[src/rtl/procesador_pkg.sv]
// Shared constants for the instruction path: word/address widths and
// the program-loader state encoding.
package procesador_pkg;

    localparam int INSTR_W      = 32;
    localparam int INSTR_ADDR_W = 6;

    typedef enum logic [2:0] {
        ST_IDLE  = 3'd0,
        ST_LEN   = 3'd1,
        ST_DATA  = 3'd2,
        ST_WRITE = 3'd3,
        ST_CHECK = 3'd4,
        ST_FIN   = 3'd5
    } estado_t;

endpackage

[src/rtl/ensamblador_palabra.sv]
// Byte-to-word shift register: big-endian assembly, first byte ends up
// in the most significant lane. word_ready_o flags the final byte.
module ensamblador_palabra
    import procesador_pkg::*;
#(
    parameter int DATA_W = INSTR_W
) (
    input  logic              clk,
    input  logic              reset,
    input  logic              clear_i,
    input  logic              accept_i,
    input  logic [7:0]        byte_i,
    output logic [DATA_W-1:0] word_o,
    output logic              word_ready_o
);

    localparam int         NB   = DATA_W / 8;
    localparam logic [1:0] LAST = 2'(NB - 1);

    logic [DATA_W-9:0] sh_q, sh_d;
    logic [1:0]        idx_q, idx_d;

    // The word is presented including the byte being accepted right now,
    // so the caller can latch it on the same edge.
    assign word_o       = {sh_q, byte_i};
    assign word_ready_o = accept_i && (idx_q == LAST);

    // Next shift contents and byte index; a stall simply holds both.
    always_comb begin
        sh_d  = sh_q;
        idx_d = idx_q;
        if (clear_i) begin
            sh_d  = '0;
            idx_d = '0;
        end else if (accept_i) begin
            sh_d  = {sh_q[DATA_W-17:0], byte_i};
            idx_d = (idx_q == LAST) ? 2'd0 : idx_q + 2'd1;
        end
    end

    // Shift register and byte index state.
    always_ff @(posedge clk or negedge reset) begin
        if (!reset) begin
            sh_q  <= '0;
            idx_q <= '0;
        end else begin
            sh_q  <= sh_d;
            idx_q <= idx_d;
        end
    end

endmodule

[src/rtl/cargador_instrucciones.sv]
// Program loader: streams a length-prefixed byte image into instruction
// memory and holds the core in reset until it is complete.
// Optional trailing XOR check byte: define CARGADOR_CHECKSUM_EN.
module cargador_instrucciones
    import procesador_pkg::*;
#(
    parameter int DATA_W = INSTR_W,
    parameter int ADDR_W = INSTR_ADDR_W,
    parameter int DEPTH  = 64
) (
    input  logic              clk,
    input  logic              reset,
    input  logic              iStart,
    input  logic [7:0]        iByte,
    input  logic              iValid,
    output logic              oReady,
    output logic              oWrEn,
    output logic [ADDR_W-1:0] oWrAddr,
    output logic [DATA_W-1:0] oWrData,
    output logic              oBusy,
    output logic              oDone,
    output logic              oError,
    output logic              oCpuReset,
    output logic [ADDR_W:0]   oCount
);

    localparam logic [8:0] DEPTH_B = 9'(DEPTH);

    estado_t           state_q;
    logic              rdy_q;
    logic              wren_q;
    logic [ADDR_W-1:0] addr_q;
    logic [DATA_W-1:0] data_q;
    logic              busy_q;
    logic              done_q;
    logic              err_q;
    logic              cpurst_q;
    logic [ADDR_W:0]   cnt_q;
    logic [ADDR_W:0]   n_q;

    logic              accept;
    logic              asm_accept;
    logic              asm_clear;
    logic [DATA_W-1:0] asm_word;
    logic              asm_ready;
    logic [ADDR_W:0]   cnt_inc;
    logic              n_big;

    assign accept     = iValid & rdy_q;
    assign asm_accept = accept & (state_q == ST_DATA);
    assign asm_clear  = iStart & (state_q == ST_IDLE);
    assign cnt_inc    = cnt_q + 1'b1;
    assign n_big      = {1'b0, iByte} > DEPTH_B;

    assign oReady    = rdy_q;
    assign oWrEn     = wren_q;
    assign oWrAddr   = addr_q;
    assign oWrData   = data_q;
    assign oBusy     = busy_q;
    assign oDone     = done_q;
    assign oError    = err_q;
    assign oCpuReset = cpurst_q;
    assign oCount    = cnt_q;

    ensamblador_palabra #(
        .DATA_W (DATA_W)
    ) u_ens (
        .clk          (clk),
        .reset        (reset),
        .clear_i      (asm_clear),
        .accept_i     (asm_accept),
        .byte_i       (iByte),
        .word_o       (asm_word),
        .word_ready_o (asm_ready)
    );

`ifdef CARGADOR_CHECKSUM_EN
    logic [7:0] xor_q;

    // Running XOR of the data bytes; the length byte is not included.
    always_ff @(posedge clk or negedge reset) begin
        if (!reset) begin
            xor_q <= '0;
        end else if (asm_clear) begin
            xor_q <= '0;
        end else if (asm_accept) begin
            xor_q <= xor_q ^ iByte;
        end
    end
`endif

    // Session FSM with registered handshake, write port and status.
    always_ff @(posedge clk or negedge reset) begin
        if (!reset) begin
            state_q  <= ST_IDLE;
            rdy_q    <= 1'b0;
            wren_q   <= 1'b0;
            addr_q   <= '0;
            data_q   <= '0;
            busy_q   <= 1'b0;
            done_q   <= 1'b0;
            err_q    <= 1'b0;
            cpurst_q <= 1'b1;
            cnt_q    <= '0;
            n_q      <= '0;
        end else begin
            wren_q <= 1'b0;
            case (state_q)
                ST_IDLE: begin
                    rdy_q <= 1'b0;
                    if (iStart) begin
                        state_q  <= ST_LEN;
                        rdy_q    <= 1'b1;
                        busy_q   <= 1'b1;
                        done_q   <= 1'b0;
                        err_q    <= 1'b0;
                        cpurst_q <= 1'b1;
                        cnt_q    <= '0;
                        addr_q   <= '0;
                    end
                end
                ST_LEN: begin
                    if (accept) begin
                        n_q <= (ADDR_W+1)'(iByte);
                        if (iByte == 8'd0) begin
`ifdef CARGADOR_CHECKSUM_EN
                            state_q <= ST_CHECK;
`else
                            state_q <= ST_FIN;
                            rdy_q   <= 1'b0;
`endif
                        end else if (n_big) begin
                            state_q <= ST_IDLE;
                            rdy_q   <= 1'b0;
                            err_q   <= 1'b1;
                            busy_q  <= 1'b0;
                        end else begin
                            state_q <= ST_DATA;
                        end
                    end
                end
                ST_DATA: begin
                    if (asm_ready) begin
                        state_q <= ST_WRITE;
                        rdy_q   <= 1'b0;
                        wren_q  <= 1'b1;
                        data_q  <= asm_word;
                    end
                end
                ST_WRITE: begin
                    addr_q <= addr_q + 1'b1;
                    cnt_q  <= cnt_inc;
                    rdy_q  <= 1'b1;
                    if (cnt_inc == n_q) begin
`ifdef CARGADOR_CHECKSUM_EN
                        state_q <= ST_CHECK;
`else
                        state_q <= ST_FIN;
                        rdy_q   <= 1'b0;
`endif
                    end else begin
                        state_q <= ST_DATA;
                    end
                end
`ifdef CARGADOR_CHECKSUM_EN
                ST_CHECK: begin
                    if (accept) begin
                        rdy_q <= 1'b0;
                        if (iByte == xor_q) begin
                            state_q <= ST_FIN;
                        end else begin
                            state_q <= ST_IDLE;
                            err_q   <= 1'b1;
                            busy_q  <= 1'b0;
                        end
                    end
                end
`endif
                ST_FIN: begin
                    state_q  <= ST_IDLE;
                    rdy_q    <= 1'b0;
                    done_q   <= 1'b1;
                    busy_q   <= 1'b0;
                    cpurst_q <= 1'b0;
                end
                default: begin
                    state_q <= ST_IDLE;
                    rdy_q   <= 1'b0;
                end
            endcase
        end
    end

endmodule

[config.mk]
export PLATFORM = sky130hd
export DESIGN_NAME = cargador_instrucciones
export DESIGN_NICKNAME = d
export VERILOG_FILES = /design/src/rtl/procesador_pkg.sv /design/src/rtl/ensamblador_palabra.sv /design/src/rtl/cargador_instrucciones.sv
export SDC_FILE = /design/constraint.sdc
export NUM_CORES = 1
export LEC_CHECK = 0
export ABC_AREA = 1
export BUFFER_PORTS_ARGS = -buffer_cell sky130_fd_sc_hd__buf_4
export CORE_ASPECT_RATIO = 1.1
export CORE_MARGIN = 5
export CORE_UTILIZATION = 40
export CTS_BUF_LIST = sky130_fd_sc_hd__clkbuf_4 sky130_fd_sc_hd__clkbuf_8
export CTS_CLUSTER_SIZE = 16
export DETAILED_ROUTE_END_ITERATION = 6
export SYNTH_ARGS = -nofsm -noshare
export SYNTH_HDL_FRONTEND = slang
export SYNTH_HIERARCHICAL = 1
export SYNTH_SLANG_ARGS = --single-unit
[constraint.sdc]
create_clock -name clk -period 2.29 [get_ports clk]
set_input_delay 0.458 -clock clk [delete_from_list [all_inputs] [get_ports clk]]
set_output_delay 0.458 -clock clk [all_outputs]
set_load 0.01 [all_outputs]
# Word level (Yosys, flattened, before mapping)
# Cells that the tools add are included.
# classes
n_bitwise	3
magnitude_cmp	1
reduce_logical	16
n_mux	36
add_sub_neg	3
n_eq_ne	12
# op_table
operator	n
2-to-1 mux 24 bit	2
2-to-1 mux 1 bit	15
2-to-1 mux 3 bit	5
case mux 7 bit (2 select lines)	1
case mux 3 bit (4 select lines)	1
case mux 6 bit (2 select lines)	1
!= test 2 bit (second input constant)	5
AND reduction 5 bit	2
greater-than comparator 8 x 7 -> 1 bit (second input constant)	1
logical NOT 8 bit	1
2-to-1 mux 2 bit	4
AND reduction 2 bit	4
nonzero test 2 bit	4
adder 7 x 1 -> 7 bit (second input constant)	1
equality test 7 bit	1
2-to-1 mux 7 bit	1
adder 6 x 1 -> 6 bit (second input constant)	1
equality test 3 x 2 -> 1 bit (second input constant)	2
2-to-1 mux 6 bit	1
case mux 1 bit (2 select lines)	3
AND reduction 3 bit	2
case mux 1 bit (4 select lines)	1
bitwise AND 1 bit	3
equality test 3 x 1 -> 1 bit (second input constant)	1
other kinds (8)	8
# totals
reg_bits	87
output_inout_bits	51
inputBits	12

# Longest topological paths before layout
# Gate-level depths: netlist of run 1.
# depth
word_depth	5
depth_mapped	16
depth_no_buf	14

# Modules after synthesis
# The synthesis of run 1 kept the hierarchy.
# modules_own_cells
mod	instances	cells_each	area_per_inst_um2
cargador_instrucciones	1	335	2793.9
ensamblador_palabra	1	125	1265.0

# Worst setup path after synthesis of run 1
# No wires, ideal clock.
# synth_path
path_type	register -> register
start	register state_q[2]
end	register data_q[10] (netlist: oWrData[10])
path_slack_ns	0.390
t_arrival_ns	1.783
path_buffers	3
stages_incl_launch_ff	14
path_cell_list	dfrtp_1 nor2_1 nand2_2 nor2_1 buf_6 buf_6 nand2_1 inv_1 inv_1 nor2_4 inv_2 buf_2 nand2_1 nand2_1
# synth_between
elab_chain_len	4
# synth_lines
element	line_no	rtl
start, declared	cargador_instrucciones.sv:29	estado_t state_q;
start signal, assigned	cargador_instrucciones.sv:95	state_q <= ST_IDLE;
start signal, assigned	cargador_instrucciones.sv:112	state_q <= ST_LEN;
start signal, assigned	cargador_instrucciones.sv:129	state_q <= ST_FIN;
equality test 3 x 2 -> 1 bit	cargador_instrucciones.sv:50	assign asm_accept = accept & (state_q == ST_DATA);
bitwise AND 1 bit	cargador_instrucciones.sv:50	
via asm_accept	cargador_instrucciones.sv:42	logic asm_accept;
logical AND 1 bit	ensamblador_palabra.sv:26	assign word_ready_o = accept_i && (idx_q == LAST);
via asm_ready	cargador_instrucciones.sv:45	logic asm_ready;
AND reduction 2 bit (no source line)	n/a	
end signal, assigned	cargador_instrucciones.sv:147	data_q <= asm_word;
end, declared	cargador_instrucciones.sv:33	logic [DATA_W-1:0] data_q;
# The timed path passes the listed nets, and every way through them passes these cells.
# A chain may end at the register's enable or synchronous reset.

# Final worst setup path of run 1
# layout_path
start	register state_q[2]
end	register data_q[13] (netlist: oWrData[13])
# Same word-level chain as after synthesis.

==> metrics, run 1 <==
pwr dens=931 mW/mm^2; diode count=0; clock skew=13.9 ps; Root Buffer=clkbuf_8; grt total ovfl=0; CTS resizes=0; leakage=2.59 nW; largest net degree at the start of global routing=38; CTS Buf Count=9; fin nets=530; GPL Wtd Cong=0.846; reg-to-reg startpoint=state_q[2]; Post-CTS Setup Inserts=0; Final Setup Violations=0; Largest stage delay, worst path=470 ps; crit share post-route=78.7%; full die area=0.0123 sq mm; chip height=116 um; synthesized flop and latch total=87; Worst EP arrival=2110 ps; RSZ-0062 raised after global routing=no; Synth Flop Type=dfrtp_1; Reg2Reg Capture Point=oWrData[13]; core area=0.00989 sq mm; fin util=48.2%; die width=106 um; synth-to-layout area growth=17.5%; number of global-route vias before repair=3,037; DRC violations left=0; critical setup path kind=reg2reg; Post-DRT Antenna Nets=0; hold buffers post-CTS=0; Initial Util=41.0%; most common cell in the netlist=nand2_1; worst-margin pin slew=509 ps; Cell Area, Synth=0.00406 sq mm; first-pass GRT wire length=15.0 mm; Clock Tree Buf Depth=2; status=completed; worst vdd ir=440 uV; drt pass-1 iters=4; YS warnings=6; DR WL/cell=13.4 um; Final Max Slew Viols=0; ranking of synthesized cells by area=dfrtp_1 (53%), nand2_1 (19%), nand3_2 (5.2%); via count=3,058; hold slack=15.4 ps; detailed placement HPWL=6.14 mm; clk slew on worst S/H paths=100 ps; Syn Area/Cell=8.82 sq um; DRT iter0 DRCs=136; setup slack, reg-to-reg=490 ps; post-synthesis cell count=460; Post-synth EDFFs=0; relative slew slack=66.0%; slowest CP cell=dfrtp_1; ratio of cells with drive above 1 in the final layout=26.0%; Achievable Freq=555 MHz; worst-path cell chain=nor2_1, nand2_2, nor2_4, nand2_1, inv_1, inv_1, nor2_4, buf_4, nand2_1, nand2_1; cells on worst reg2reg path=10; setup TNS=0 ps; ys async rst share=100%; Setup crit end kind=register; Max H-tree Level=3; final WL=8.58 mm; CP bufs+invs=3; Yosys cell types=32; pre-CTS WS=475 ps; initial antenna violation count=0; crit start category=register; total power draw=4.44 mW; most frequent CP cell=nand2_1; Commonest cells post-synth=nand2_1 (202), dfrtp_1 (86), inv_1 (30), nand3_2 (21), nand3_1 (18); share of the synthesized area in the top cell type=53.0%; post-synth top area cell=dfrtp_1; Clock Sinks=87; via density per instance=4.78; syn_nets=475; Hold WC Path Type=in2async; MaxCap Viol Count=0; critical path's top delay family=simple AND/OR/NAND/NOR gates; sequential share of the synthesized area=53.7%; Critical Path RT=2590 ps; total track usage=15.3%; largest fanout on the critical path=33; # IOs=63; Setup WS post-layout=487 ps; CTS tree=built; port buffer count=62; cell row count=38; clk_lat worst skew=360 ps; crit path time final=1800 ps; final hold violations=0
[placed cells by master (no fill, tap or decap), drive strengths merged]
master,Yosys,layout
nand2,209,209
dfrtp,86,86
buf,22,66
nand3,40,40
inv,37,39
nor2,21,21
o21ai,15,15
clkbuf,0,10
a21oi,7,7
o22ai,6,6
nor3,3,3
nand3b,3,3
ha,3,3
xor2,2,2
a22o,2,2
clkinvlp,0,2
bufinv,0,2
nand4,1,1
xnor2,1,1
o21a,1,1
dfstp,1,1
[sequential cells by signal (all words and copies together) (netlist names), 2 cells and up]
register and cells:
oWrAddr 6, u_ens/idx_q 2, state_q 3, u_ens/sh_q 24
n_q 7, oWrData 32, oCount 7
[logic make-up after synthesis]
logic type / after synthesis / synth area share, %
XOR/XNOR: 3 / 0.647
adder cells (fa/ha/maj): 3 / 0.925
flip-flops: 87 / 53.7
buffers and inverters: 59 / 7.92
AO/OA/AOI/OAI: 31 / 4.90
AND/OR/NAND/NOR: 277 / 31.9
[layout make-up]
type                    instances  area (sq um)
fillers                       954          5120
multi-input cells             314          1570
repair buffers                 66           508
flip-flops and latches         87          2180
well taps                     120           150
clock inverters                 6          92.6
inverters                      37           141
clock buffers                  10           131
[power breakdown]
part	switching, mW	internal, mW
logic	0.786	0.469
clock network	0.578	0.635
registers	0.220	1.75
[worst max path at each step]
| stage | depth (start not counted) | startpoint | endpoint | slack (ps) |
|---|---|---|---|---|
| 6_report | 10 | state_q[2] | oWrData[13] | 490 |
| 3_3_place_gp | 10 | iValid | oWrData[13] | 540 |
| 5_1_grt | 10 | state_q[2] | oWrData[8] | 260 |
| 4_1_cts | 10 | state_q[2] | oWrData[13] | 460 |
| 2_1_floorplan | 13 | state_q[2] | oWrData[10] | 390 |
| 3_5_place_dp | 10 | state_q[2] | oWrData[13] | 480 |
[per-stage QoR]
step | std cells | cell area (sq um)
finish | 640 | 4770
global route | 640 | 4770
CTS | 640 | 4770
floorplan | 460 | 4060
global placement | 624 | 4540
detailed placement | 624 | 4540
[metal layers]
layer,vias to the layer above,GRT usage (%),part of all wire (%)
met2,58,24.7,48
met4,0,5.79,1.2
met3,9,3.57,4.0
li1,1545,-,-
met1,1446,20.1,47
met5,-,0,0
No activity file was read; power rests on OpenSTA's default activity.
==> run 2: changes to the inputs <==
==> constraint.sdc (replaced) <==
create_clock -name clk -period 1.65 [get_ports clk]
set_input_delay 0.33 -clock clk [delete_from_list [all_inputs] [get_ports clk]]
set_output_delay 0.33 -clock clk [all_outputs]
set_load 0.01 [all_outputs]
==> metrics, run 2 (synthesis gave the netlist of run 1 again) <==
cells on worst reg2reg path=10; DRC violations left=0; initial antenna violation count=0; GPL Wtd Cong=0.792; DRT iter0 DRCs=133; most frequent cells in the layout=nand2_1 (183), dfrtp_1 (86), buf_4 (77); hold depth=3; Psw=2.31 mW; Final Max Slew Viols=0; leakage=2.77 nW; clk slew on worst S/H paths=100 ps; critical setup path kind=reg2reg; synth-to-layout area growth=26.3%; largest fanout on the critical path=14; Pint=4.00 mW; worst vdd ir=684 uV; CTS Buf Count=9; drt pass-1 iters=4; Critical Path RT=1950 ps; commonest non-fill, non-tap cell in the layout=nand2_1; Seq pwr share=42.9%; cell row count=38; crit path time final=1700 ps; Root Buffer=clkbuf_8; Max H-tree Level=3; MaxCap Viol Count=0; Setup crit end kind=register; worst-path cell chain=nor2_4, nand2_4, nor2_4, nand2_2, inv_2, inv_2, nor2_4, buf_4, nand2_1, nand2_1; hold slack=204 ps; clock skew=9.43 ps; core area=0.00989 sq mm; fin util=51.8%; most frequent CP cell=nor2_4; die width=106 um; max reg flops=32; pwr dens=1230 mW/mm^2; setup slack, reg-to-reg=-50 ps; Clock Sinks=87; via count=3,179; Hold WC Path Type=in2reg; slowest CP cell=dfrtp_1; ratio of cells with drive above 1 in the final layout=33.5%; worst-margin pin slew=368 ps; Setup WS post-layout=-46.0 ps; Final Setup Violations=20; Worst EP arrival=2000 ps; DR WL/cell=14.5 um; Largest stage delay, worst path=450 ps; final WL=9.60 mm; clk_lat worst skew=360 ps; number of global-route vias before repair=3,209; Clock Tree Buf Depth=2; grt total ovfl=0; first-pass GRT wire length=15.4 mm; total power draw=6.31 mW; Achievable Freq=590 MHz; port buffer count=62; relative slew slack=75.4%; violated checks=setup timing; Post-DRT Antenna Nets=0; via density per instance=4.79; diode count=0; Clock power frac=24.4%; Initial Util=41.0%; final hold violations=0; part of the power in combinational logic=32.7%; detailed placement HPWL=6.54 mm; status=complete, but fails checks; crit start category=register; switching share of power=36.6%; # IOs=63; CTS tree=built; largest net degree at the start of global routing=33; crit share post-route=103%; total track usage=15.8%; full die area=0.0123 sq mm; RSZ-0062 raised after global routing=yes; fin nets=553; chip height=116 um
[run 2: path summary, 6_finish.rpt]
check                            start              to
min in group asynchronous        reset  u_ens/sh_q[20]
max in group asynchronous        reset       oCpuReset
max reg2reg                 state_q[2]     oWrData[18]
min reg2reg                oWrData[13]     oWrData[13]
min                           iByte[3]      oWrData[3]
max                         state_q[2]     oWrData[18]
[run 2: layer usage]
| layer | track usage, % | vias up | routed length, um |
|---|---|---|---|
| li1 | - | 1592 | - |
| met1 | 20.2 | 1514 | 4240 |
| met2 | 26.4 | 60 | 4830 |
| met3 | 3.84 | 13 | 375 |
| met4 | 5.87 | 0 | 148 |
| met5 | 0 | - | 0 |
[run 2: power by group through the flow]
stage / sequential, mW / combinational, mW / clock, mW
floorplan: 2.76 / 1.32 / 0
global placement: 2.71 / 1.97 / 0
detailed placement: 2.73 / 1.99 / 0
CTS: 2.70 / 2.02 / 1.59
global route: 2.76 / 2.31 / 1.68
finish: 2.71 / 2.06 / 1.54
[run 2: timing repair]
item / CTS / global route
resized for setup: 2 / 34
hold buffers: 1 / 0
cloned: 0 / 4
hold endpoints to repair: 24 / 0
pin swaps: 0 / 14
buffers inserted: 0 / 8
endpoints found under the setup margin: 9 / 28
[run 2: worst max-delay path: cells and delay by family, from the launching register on]
kind | cells | cell delay [ps]
flip-flops | 1 | 450
AND/OR/NAND/NOR | 7 | 820
buffers and inverters | 3 | 360
[run 2: metrics by stage]
step           setup WS [ps]  std cells  cell area, sq um  setup TNS, ps
6_report               -46.0        663              5120           -366
5_1_grt                 -118        663              5120          -3300
4_1_cts                 6.93        651              4890              0
3_5_place_dp          -0.545        634              4660         -0.545
3_3_place_gp            14.6        634              4660              0
2_1_floorplan           -115        460              4090          -3620
[run 2: layout make-up]
type | count | area [sq um]
fillers | 951 | 4760
flip-flops and latches | 87 | 2180
multi-input cells | 314 | 1660
repair buffers | 87 | 761
inverters | 37 | 154
well taps | 120 | 150
clock buffers | 9 | 124
clock inverters | 7 | 78.8
repair inverters | 2 | 17.5
==> run 3: changes to the inputs <==
--- a/config.mk
+++ b/config.mk
@@ -7,12 +7,15 @@
 export LEC_CHECK = 0
 export ABC_AREA = 1
 export BUFFER_PORTS_ARGS = -buffer_cell sky130_fd_sc_hd__buf_4
+export CELL_PAD_IN_SITES_DETAIL_PLACEMENT = 0
+export CELL_PAD_IN_SITES_GLOBAL_PLACEMENT = 1
 export CORE_ASPECT_RATIO = 1.1
 export CORE_MARGIN = 5
 export CORE_UTILIZATION = 40
 export CTS_BUF_LIST = sky130_fd_sc_hd__clkbuf_4 sky130_fd_sc_hd__clkbuf_8
 export CTS_CLUSTER_SIZE = 16
 export DETAILED_ROUTE_END_ITERATION = 6
+export PLACE_DENSITY_LB_ADDON = 0.1
 export SYNTH_ARGS = -nofsm -noshare
 export SYNTH_HDL_FRONTEND = slang
 export SYNTH_HIERARCHICAL = 1
==> metrics, run 3 (synthesis gave the netlist of run 1 again) <==
Achievable Freq=608 MHz; drt pass-1 iters=4; Clock Tree Buf Depth=2; via count=3,157; detailed placement HPWL=6.37 mm; critical path's top delay family=simple AND/OR/NAND/NOR gates; Final Max Slew Viols=0; CP Depth=11; max reg flops=32; core area=0.00989 sq mm; clock skew=11.2 ps; crit path time final=1640 ps; Post-DRT Antenna Nets=0; hold slack=212 ps; worst-path cell chain=nor2_2, nand2_2, nor2_4, nand2_2, inv_2, inv_2, nor2_4, buf_12, clkbuf_16, nand2_2, nand2_1; Hold WC Path Type=in2reg; via density per instance=4.78; worst vdd ir=745 uV; GPL Wtd Cong=0.753; pwr dens=1230 mW/mm^2; total track usage=15.7%; setup slack, reg-to-reg=5 ps; slowest CP cell=dfrtp_1; crit start category=register; relative slew slack=74.4%; grt total ovfl=0; Worst Setup EP=oWrData[4]; Final Non-Filler Cells=661; die width=106 um; CP bufs+invs=4; pre-CTS WS=-10.7 ps; full die area=0.0123 sq mm; most frequent CP cell=nand2_2; first-pass GRT wire length=15.2 mm; Reg2Reg Capture Point=oWrData[4]; synth-to-layout area growth=28.6%; worst-margin pin slew=384 ps; cell row count=38; Max H-tree Level=3; chip height=116 um; Critical Path RT=1950 ps; Inst Count DP=633; initial antenna violation count=0; port buffer count=62; crit share post-route=99.7%; status=completed; Critical Path Start=state_q[2]; diode count=0; # IOs=63; clk_lat worst skew=360 ps; Setup WS post-layout=5.11 ps; largest fanout on the critical path=8; cells on worst reg2reg path=11; Final Setup Violations=0; Worst EP arrival=1950 ps; total power draw=6.44 mW; DRC violations left=0; CTS tree=built; Setup crit end kind=register; commonest non-fill, non-tap cell in the layout=nand2_1; MaxCap Viol Count=0; largest net degree at the start of global routing=35; most frequent cells in the layout=nand2_1 (171), dfrtp_1 (86), buf_4 (73); reg-to-reg startpoint=state_q[2]; final hold violations=0; ratio of cells with drive above 1 in the final layout=35.7%; final WL=9.78 mm; RSZ-0062 raised after global routing=yes; Clock Sinks=87; CTS Buf Count=9; Initial Util=41.0%; DRT iter0 DRCs=129; leakage=2.85 nW; clk slew on worst S/H paths=90 ps; Largest stage delay, worst path=420 ps; DR WL/cell=14.8 um; critical setup path kind=reg2reg; Root Buffer=clkbuf_8; fin nets=551; number of global-route vias before repair=3,132
==> run 3: where the power goes <==
group	total, mW	switching [mW]	internal [mW]	leakage, nW
Sequential	2.72	0.292	2.43	1.18
Combinational	2.02	1.19	0.829	1.56
Clock	1.70	0.815	0.882	0.107
==> run 3: worst min-delay path by stage <==
stage	from	to	slack, ps	cells past startpoint
2_1_floorplan	reset	n_q[0]	30	0
6_report	iByte[1]	oWrData[1]	210	3
5_1_grt	iByte[0]	oWrData[0]	200	3
3_5_place_dp	reset	oWrEn	280	1
4_1_cts	iByte[0]	oWrData[0]	200	3
3_3_place_gp	reset	oWrData[28]	280	1
==> run 3: what timing repair did <==
action	in CTS	in global routing
buffers inserted	0	6
endpoints found under the hold margin	25	0
hold buffers	1	0
gates resized for setup	1	49
cloned	0	5
pin swaps	0	33
setup endpoints to repair	32	36
==> run 3: area by class of cell <==
class | instances | area (sq um)
Fill cell | 961 | 4670
Sequential cell | 87 | 2180
Multi-Input combinational cell | 314 | 1710
Timing Repair Buffer | 86 | 796
Inverter | 37 | 154
Tap cell | 120 | 150
Clock buffer | 10 | 131
Clock inverter | 6 | 92.6
Timing Repair inverter | 1 | 8.76
==> run 3: worst reg2reg max path, cell delays in order (launching register included) <==
cell and delay (ps):
dfrtp_1 420, nor2_2 160, nand2_2 120, nor2_4 110
nand2_2 60, inv_2 50, inv_2 40, nor2_4 170
buf_12 160, clkbuf_16 190, nand2_2 50, nand2_1 50
==> run 3: stage by stage <==
| stage | area [sq um] | util, % | setup TNS (ps) |
|---|---|---|---|
| 6_report | 5220 | 52.8 | 0 |
| 3_5_place_dp | 4670 | 47.2 | -45.9 |
| 5_1_grt | 5220 | 52.8 | -1090 |
| 4_1_cts | 4900 | 49.6 | 0 |
| 2_1_floorplan | 4090 | - | -3620 |
| 3_3_place_gp | 4670 | 47.2 | 0 |
==> run 3: metal layers <==
metal	vias to the layer above	part of all wire, %	GRT usage, %
met1	1508	45	20.0
li1	1590	-	-
met2	48	51	27.2
met5	-	0	0
met4	0	1.4	5.44
met3	11	2.9	2.45
